### src/rtl/ahb_lite_pkg.sv
// Shared AHB-Lite definitions: transfer type codes, the word transfer size,
// response codes and the SRAM slave state encoding.
package ahb_lite_pkg;

  typedef enum logic [1:0] {
    HTRANS_IDLE   = 2'b00,
    HTRANS_BUSY   = 2'b01,
    HTRANS_NONSEQ = 2'b10,
    HTRANS_SEQ    = 2'b11
  } htrans_e;

  localparam logic [2:0] HSIZE_WORD  = 3'b010;

  localparam logic       HRESP_OKAY  = 1'b0;
  localparam logic       HRESP_ERROR = 1'b1;

  typedef enum logic [2:0] {
    ST_IDLE,
    ST_WAIT,
    ST_LAST,
    ST_ERR1,
    ST_ERR2
  } sram_state_e;

endpackage

### src/rtl/ahb_lite_slave_mem.sv
// Word-addressed 32-bit storage for the AHB-Lite SRAM slave.
// Ports:
//   clk_i    clock
//   rst_i    asynchronous active-high reset, clears every word
//   we_i     write enable, commits wdata_i to addr_i at the rising edge
//   re_i     read enable, selects mem[addr_i] onto rdata_o (0 otherwise)
//   addr_i   word address
//   wdata_i  write data
//   rdata_o  read data
module ahb_lite_slave_mem #(
  parameter int ADDR_W = 6
) (
  input  logic              clk_i,
  input  logic              rst_i,
  input  logic              we_i,
  input  logic              re_i,
  input  logic [ADDR_W-1:0] addr_i,
  input  logic [31:0]       wdata_i,
  output logic [31:0]       rdata_o
);

  localparam int DEPTH = 1 << ADDR_W;

  logic [31:0] mem_q [DEPTH];

  always_ff @(posedge clk_i or posedge rst_i) begin
    if (rst_i) begin
      for (int i = 0; i < DEPTH; i++) begin
        mem_q[i] <= '0;
      end
    end else if (we_i) begin
      mem_q[addr_i] <= wdata_i;
    end
  end

  // Combinational read: a write committed at the edge entering a read's
  // LAST cycle is already visible, which gives back-to-back forwarding.
  assign rdata_o = re_i ? mem_q[addr_i] : '0;

endmodule

### src/rtl/ahb_lite_sram_slave.sv
// AHB-Lite SRAM slave with a configurable number of wait states per OKAY
// data phase and a two-cycle ERROR response for illegal transfers.
// Ports:
//   HCLK       clock
//   HRESET     asynchronous active-high reset
//   HSEL       slave select
//   HADDR      byte address (address phase)
//   HTRANS     transfer type
//   HWRITE     1 = write, 0 = read
//   HSIZE      transfer size, only word is legal
//   HWDATA     write data (data phase)
//   HREADY     bus-wide ready
//   HREADYOUT  this slave's ready
//   HRESP      0 = OKAY, 1 = ERROR
//   HRDATA     read data, valid in the final cycle of a read
//
// state | meaning
// IDLE  | no data phase in progress
// WAIT  | OKAY data phase, inserting wait cycles (counter counts down)
// LAST  | final OKAY data-phase cycle; write commits at its closing edge
// ERR1  | first ERROR cycle, HREADYOUT low
// ERR2  | second ERROR cycle, HREADYOUT high
module ahb_lite_sram_slave
  import ahb_lite_pkg::*;
#(
  parameter int ADDR_W      = 6,
  parameter int WAIT_STATES = 0
) (
  input  logic        HCLK,
  input  logic        HRESET,
  input  logic        HSEL,
  input  logic [31:0] HADDR,
  input  logic [1:0]  HTRANS,
  input  logic        HWRITE,
  input  logic [2:0]  HSIZE,
  input  logic [31:0] HWDATA,
  input  logic        HREADY,
  output logic        HREADYOUT,
  output logic        HRESP,
  output logic [31:0] HRDATA
);

  localparam logic [2:0] WAIT_INIT = (WAIT_STATES > 0) ? 3'(WAIT_STATES - 1) : 3'd0;

  sram_state_e       state_q;
  logic [2:0]        cnt_q;
  logic [ADDR_W-1:0] addr_q;
  logic              write_q;
  logic              ready_q;
  logic              resp_q;

  logic              accept;
  logic              xfer_err;
  logic              mem_we;
  logic              mem_re;

  assign accept = HSEL & HREADY &
                  ((HTRANS == HTRANS_NONSEQ) | (HTRANS == HTRANS_SEQ));

  assign xfer_err = (HSIZE != HSIZE_WORD) |
                    (HADDR[1:0] != 2'b00) |
                    (HADDR[31:ADDR_W+2] != '0);

  // Outputs are registered: each branch sets ready/resp for the state it enters.
  always_ff @(posedge HCLK or posedge HRESET) begin
    if (HRESET) begin
      state_q <= ST_IDLE;
      cnt_q   <= '0;
      addr_q  <= '0;
      write_q <= 1'b0;
      ready_q <= 1'b1;
      resp_q  <= HRESP_OKAY;
    end else begin
      case (state_q)
        ST_WAIT: begin
          if (cnt_q == 3'd0) begin
            state_q <= ST_LAST;
            ready_q <= 1'b1;
          end else begin
            cnt_q <= cnt_q - 3'd1;
          end
        end
        ST_ERR1: begin
          state_q <= ST_ERR2;
          ready_q <= 1'b1;
          resp_q  <= HRESP_ERROR;
        end
        default: begin
          // IDLE, LAST and ERR2 all end with HREADYOUT high, so the
          // pipelined address phase is sampled here.
          if (accept) begin
            addr_q  <= HADDR[ADDR_W+1:2];
            write_q <= HWRITE;
            if (xfer_err) begin
              state_q <= ST_ERR1;
              ready_q <= 1'b0;
              resp_q  <= HRESP_ERROR;
            end else if (WAIT_STATES > 0) begin
              state_q <= ST_WAIT;
              cnt_q   <= WAIT_INIT;
              ready_q <= 1'b0;
              resp_q  <= HRESP_OKAY;
            end else begin
              state_q <= ST_LAST;
              ready_q <= 1'b1;
              resp_q  <= HRESP_OKAY;
            end
          end else begin
            state_q <= ST_IDLE;
            ready_q <= 1'b1;
            resp_q  <= HRESP_OKAY;
          end
        end
      endcase
    end
  end

  assign mem_we = (state_q == ST_LAST) &  write_q;
  assign mem_re = (state_q == ST_LAST) & ~write_q;

  ahb_lite_slave_mem #(
    .ADDR_W (ADDR_W)
  ) u_mem (
    .clk_i   (HCLK),
    .rst_i   (HRESET),
    .we_i    (mem_we),
    .re_i    (mem_re),
    .addr_i  (addr_q),
    .wdata_i (HWDATA),
    .rdata_o (HRDATA)
  );

  assign HREADYOUT = ready_q;
  assign HRESP     = resp_q;

endmodule
### config.mk
export PLATFORM = sky130hd
export DESIGN_NAME = ahb_lite_sram_slave
export DESIGN_NICKNAME = d
export VERILOG_FILES = /design/src/rtl/ahb_lite_pkg.sv /design/src/rtl/ahb_lite_slave_mem.sv /design/src/rtl/ahb_lite_sram_slave.sv
export SDC_FILE = /design/constraint.sdc
export NUM_CORES = 2
export LEC_CHECK = 0
export CAP_MARGIN = 20
export CORE_ASPECT_RATIO = 0.7
export CORE_MARGIN = 8
export CORE_UTILIZATION = 46
export DETAILED_ROUTE_END_ITERATION = 16
export GPL_ROUTABILITY_DRIVEN = 0
export MAX_ROUTING_LAYER = met4
export PLACE_DENSITY = 0.61
export SYNTH_ARGS = -nofsm -noshare
export SYNTH_HDL_FRONTEND = slang
export SYNTH_SLANG_ARGS = --single-unit
### constraint.sdc
create_clock -name HCLK -period 105.2 [get_ports HCLK]
set_clock_uncertainty 0.1 [all_clocks]
set_input_delay 21.04 -clock HCLK [delete_from_list [all_inputs] [get_ports HCLK]]
set_output_delay 21.04 -clock HCLK [all_outputs]
set_load 0.01 [all_outputs]
==> impl_metrics.py <==
metrics = {
    "timing": {
        "fmax_mhz": 35.9,
        "holdWs_ns": 0.379,
        "period_needed_ns": 27.89,
        "slew_violations": 0,
        "tns_ns": 0,
        "finalSetupViolations": 0,
        "slew_headroom_pct": 19.4,
        "grt_setup_unrepaired": "no",
        "finalCritPeriodShare_pct": 26.5,
        "worst_slew_pin_slew_ns": 1.21,
        "hold_violations": 0,
    },
    "layout": {
        "final_cells": 9332,
        "nNetsFinal": 6609,
        "post-route-util_pct": 51.3,
        "areaGrowthSynthToFinish_pct": 10.7,
        "drive_above_1_share_pct": 41.3,
    },
    "clock_network": {
        "insertion_delay_ns": 0.85,
        "hold_buffers": 0,
        "cts_tree": "yes",
        "cts_buffer_depth": 4,
        "numCtsBuffers": 203,
        "path_clk_slew_ns": 0.06,
        "ctsRootBufferMaster": "clkbuf_16",
        "cts_sinks": 2063,
        "post_cts_resized": 0,
        "cts_max_level": 4,
        "post_cts_buffers": 0,
    },
    "power_and_ir_drop": {
        "power_density_mw_per_mm2": 19.5,
        "ir_drop_uv": 14.0,
        "p_leak_nw": 44.3,
    },
    "global_route": {
        "grt_max_degree": 179,
        "antenna_found_initial": 12,
        "grt_pass1_wl_um": 466000,
        "grt_overflow": 0,
        "grt_pass1_vias": 63000,
        "grtUsageTotal_pct": 30.5,
    },
    "critical_path": {
        "path_buf_inv": 4,
        "max_stage_delay_ns": 0.84,
        "critPathTopFamily": "buffers and inverters",
        "worstPathRequired_ns": 84.06,
        "r2r_slack_ns": 99.08,
        "ff2ff_path_depth": 7,
        "worstSetupStartpointType": "flop",
        "crit_fanout": 47,
        "cpMaxStageDelayCell": "buf_4",
        "path_depth": 10,
        "path_cells": "and2_4 > buf_4 > buf_4 > buf_4 > a22oi_1 > o22ai_1 > o21ai_0 > and4_1 > a41oi_1 > clkdlybuf4s50_1",
        "crit_type": "reg -> out",
        "arrival_ns": 6.75,
        "crit_top_cell": "buf_4",
        "setup.worst_path.end_class": "output port",
    },
    "logic_synthesis": {
        "synth_seq_cells": 2063,
        "yosys.cell_count.top_type": "mux2_2",
        "syn-cell-area_mm2": 0.0923,
        "yosys_warnings": 0,
        "synth_flop_cell": "dfrtp_1",
        "synth_commonest_cells": "mux2_2, dfrtp_1, a221oi_1",
        "yosysSeqAreaShare_pct": 55.9,
        "synth_edf_count": 0,
        "synth.area.top_cells": "dfrtp_1, mux2_2, a221oi_1",
        "avgSynthCellArea_um2": 13.5,
        "synthArstFlopShare_pct": 100,
        "syn_nets": 6892,
        "synth_top_area_share_pct": 55.9,
        "syn_inst": 6816,
        "yosys.area.top_type": "dfrtp_1",
        "synth.distinct_cells": 64,
    },
    "route": {
        "drt_iter0_markers": 7200,
        "drtAntennaViolNets": 0,
        "vias_per_cell": 6.74,
        "via_count": 62900,
        "dr.pass1.iters": 6,
        "wire_per_inst_um": 34.8,
        "drt-total-wl_um": 325000,
        "drc": 0,
    },
    "die": {
        "io_pins": 108,
        "rows": 137,
        "core_mm2": 0.199,
        "initial_utilization_pct": 46.3,
        "die_area_mm2": 0.215,
        "die_h_um": 391,
        "die_w_um": 551,
    },
    "job": {
        "cap_violations": 0,
    },
    "worst_hold_path": {
        "holdPathStages": 1,
        "min_path_type": "reg -> reg",
    },
    "run_status": {
        "status": "complete, no violations",
    },
    "placement": {
        "portBuffers": 106,
        "dpl.hpwl_um": 172000,
        "dp_cells": 8949,
    },
}
==> worst reg2reg max path, stage by stage (launching register included) <==
cell and delay, ns:
dfrtp_4 0.59, buf_4 0.61, buf_4 0.76, and2_1 0.93, nand2_1 0.82, nor2_4 1.11
buf_4 0.64, mux2_2 0.43
==> kinds of logic after synthesis <==
kind of cell,share of synthesized area (%)
compound gates,10.3
xor+xnor,0.00949
fa+ha+maj,0.0271
buf+inv,3.56
flops,55.9
mux,27.7
simple gates,2.43
==> layout make-up <==
cell class / instances / area [um^2]
Tap cell: 2641 / 3300
Timing Repair Buffer: 280 / 2650
Sequential cell: 2063 / 51600
Clock inverter: 65 / 792
Antenna cell: 9 / 22.5
Clock buffer: 289 / 5900
Multi-Input combinational cell: 3977 / 37800
Fill cell: 16700 / 97200
Inverter: 8 / 52.6
==> power breakdown <==
part / internal [mW] / switching, mW / leakage [nW]
combinational: 0.126 / 0.236 / 15.3
clock: 0.430 / 0.319 / 3.31
sequential: 0.847 / 0.0311 / 25.8
total: 1.40 / 0.587 / 44.3
==> sequential cells by signal, summed over array words and instances, names as in the netlist <==
name / cells
HREADYOUT: 1
addr_q: 6
state_q: 3
u_mem.mem_q: 2048
write_q: 1
HRESP: 1
cnt_q: 3
==> worst paths after layout <==
path / endpoint / start
setup / recovery: HRDATA[24] / addr_q[0]$_DFFE_PP0P_
min in group asynchronous: u_mem.mem_q[357]$_DFFE_PP0P_ / HRESET
setup reg to reg: u_mem.mem_q[1313]$_DFFE_PP0P_ / addr_q[1]$_DFFE_PP0P_
hold / removal: cnt_q[0]$_DFFE_PP0P_ / cnt_q[0]$_DFFE_PP0P_
hold reg to reg: cnt_q[0]$_DFFE_PP0P_ / cnt_q[0]$_DFFE_PP0P_
max in group asynchronous: u_mem.mem_q[1332]$_DFFE_PP0P_ / HRESET
==> metal layers <==
layer / vias up / GRT usage (%) / share of wire, %
met5: - / - / 0
met4: 0 / 11.1 / 4.0
met3: 663 / 6.63 / 9.2
met2: 3104 / 43.3 / 43
met1: 34100 / 43.0 / 44
li1: 25100 / - / -
==> stage by stage <==
step | setup slack (ns) | cell area [um^2] | power, mW
CTS | 77.32 | 102000 | 1.99
floorplan | 25.79 | 92300 | 1.11
global route | 77.29 | 102000 | 2.05
detailed placement | 78.27 | 95100 | 1.24
finish | 77.31 | 102000 | 1.99
global placement | 78.33 | 95000 | 1.24
==> cell usage in the layout (no fill, tap or decap), types with 17 or more instances in the layout <==
master,count
bufinv_16,17
mux2i_1,89
clkbuf_16,206
buf_4,139
o22ai_1,65
a221oi_1,749
clkbuf_8,43
o31a_1,21
nand2_4,17
nor2_4,26
nand4_1,19
a22o_1,34
buf_12,32
clkbuf_1,40
nand2_2,23
nor2_1,321
clkinv_2,37
nand2_1,51
buf_2,32
o21ai_0,185
a21oi_1,49
clkdlybuf4s50_1,74
dfrtp_1,2059
mux2_2,2088
a22oi_1,52
mux4_2,52
Power figures use the tool's default switching activity.
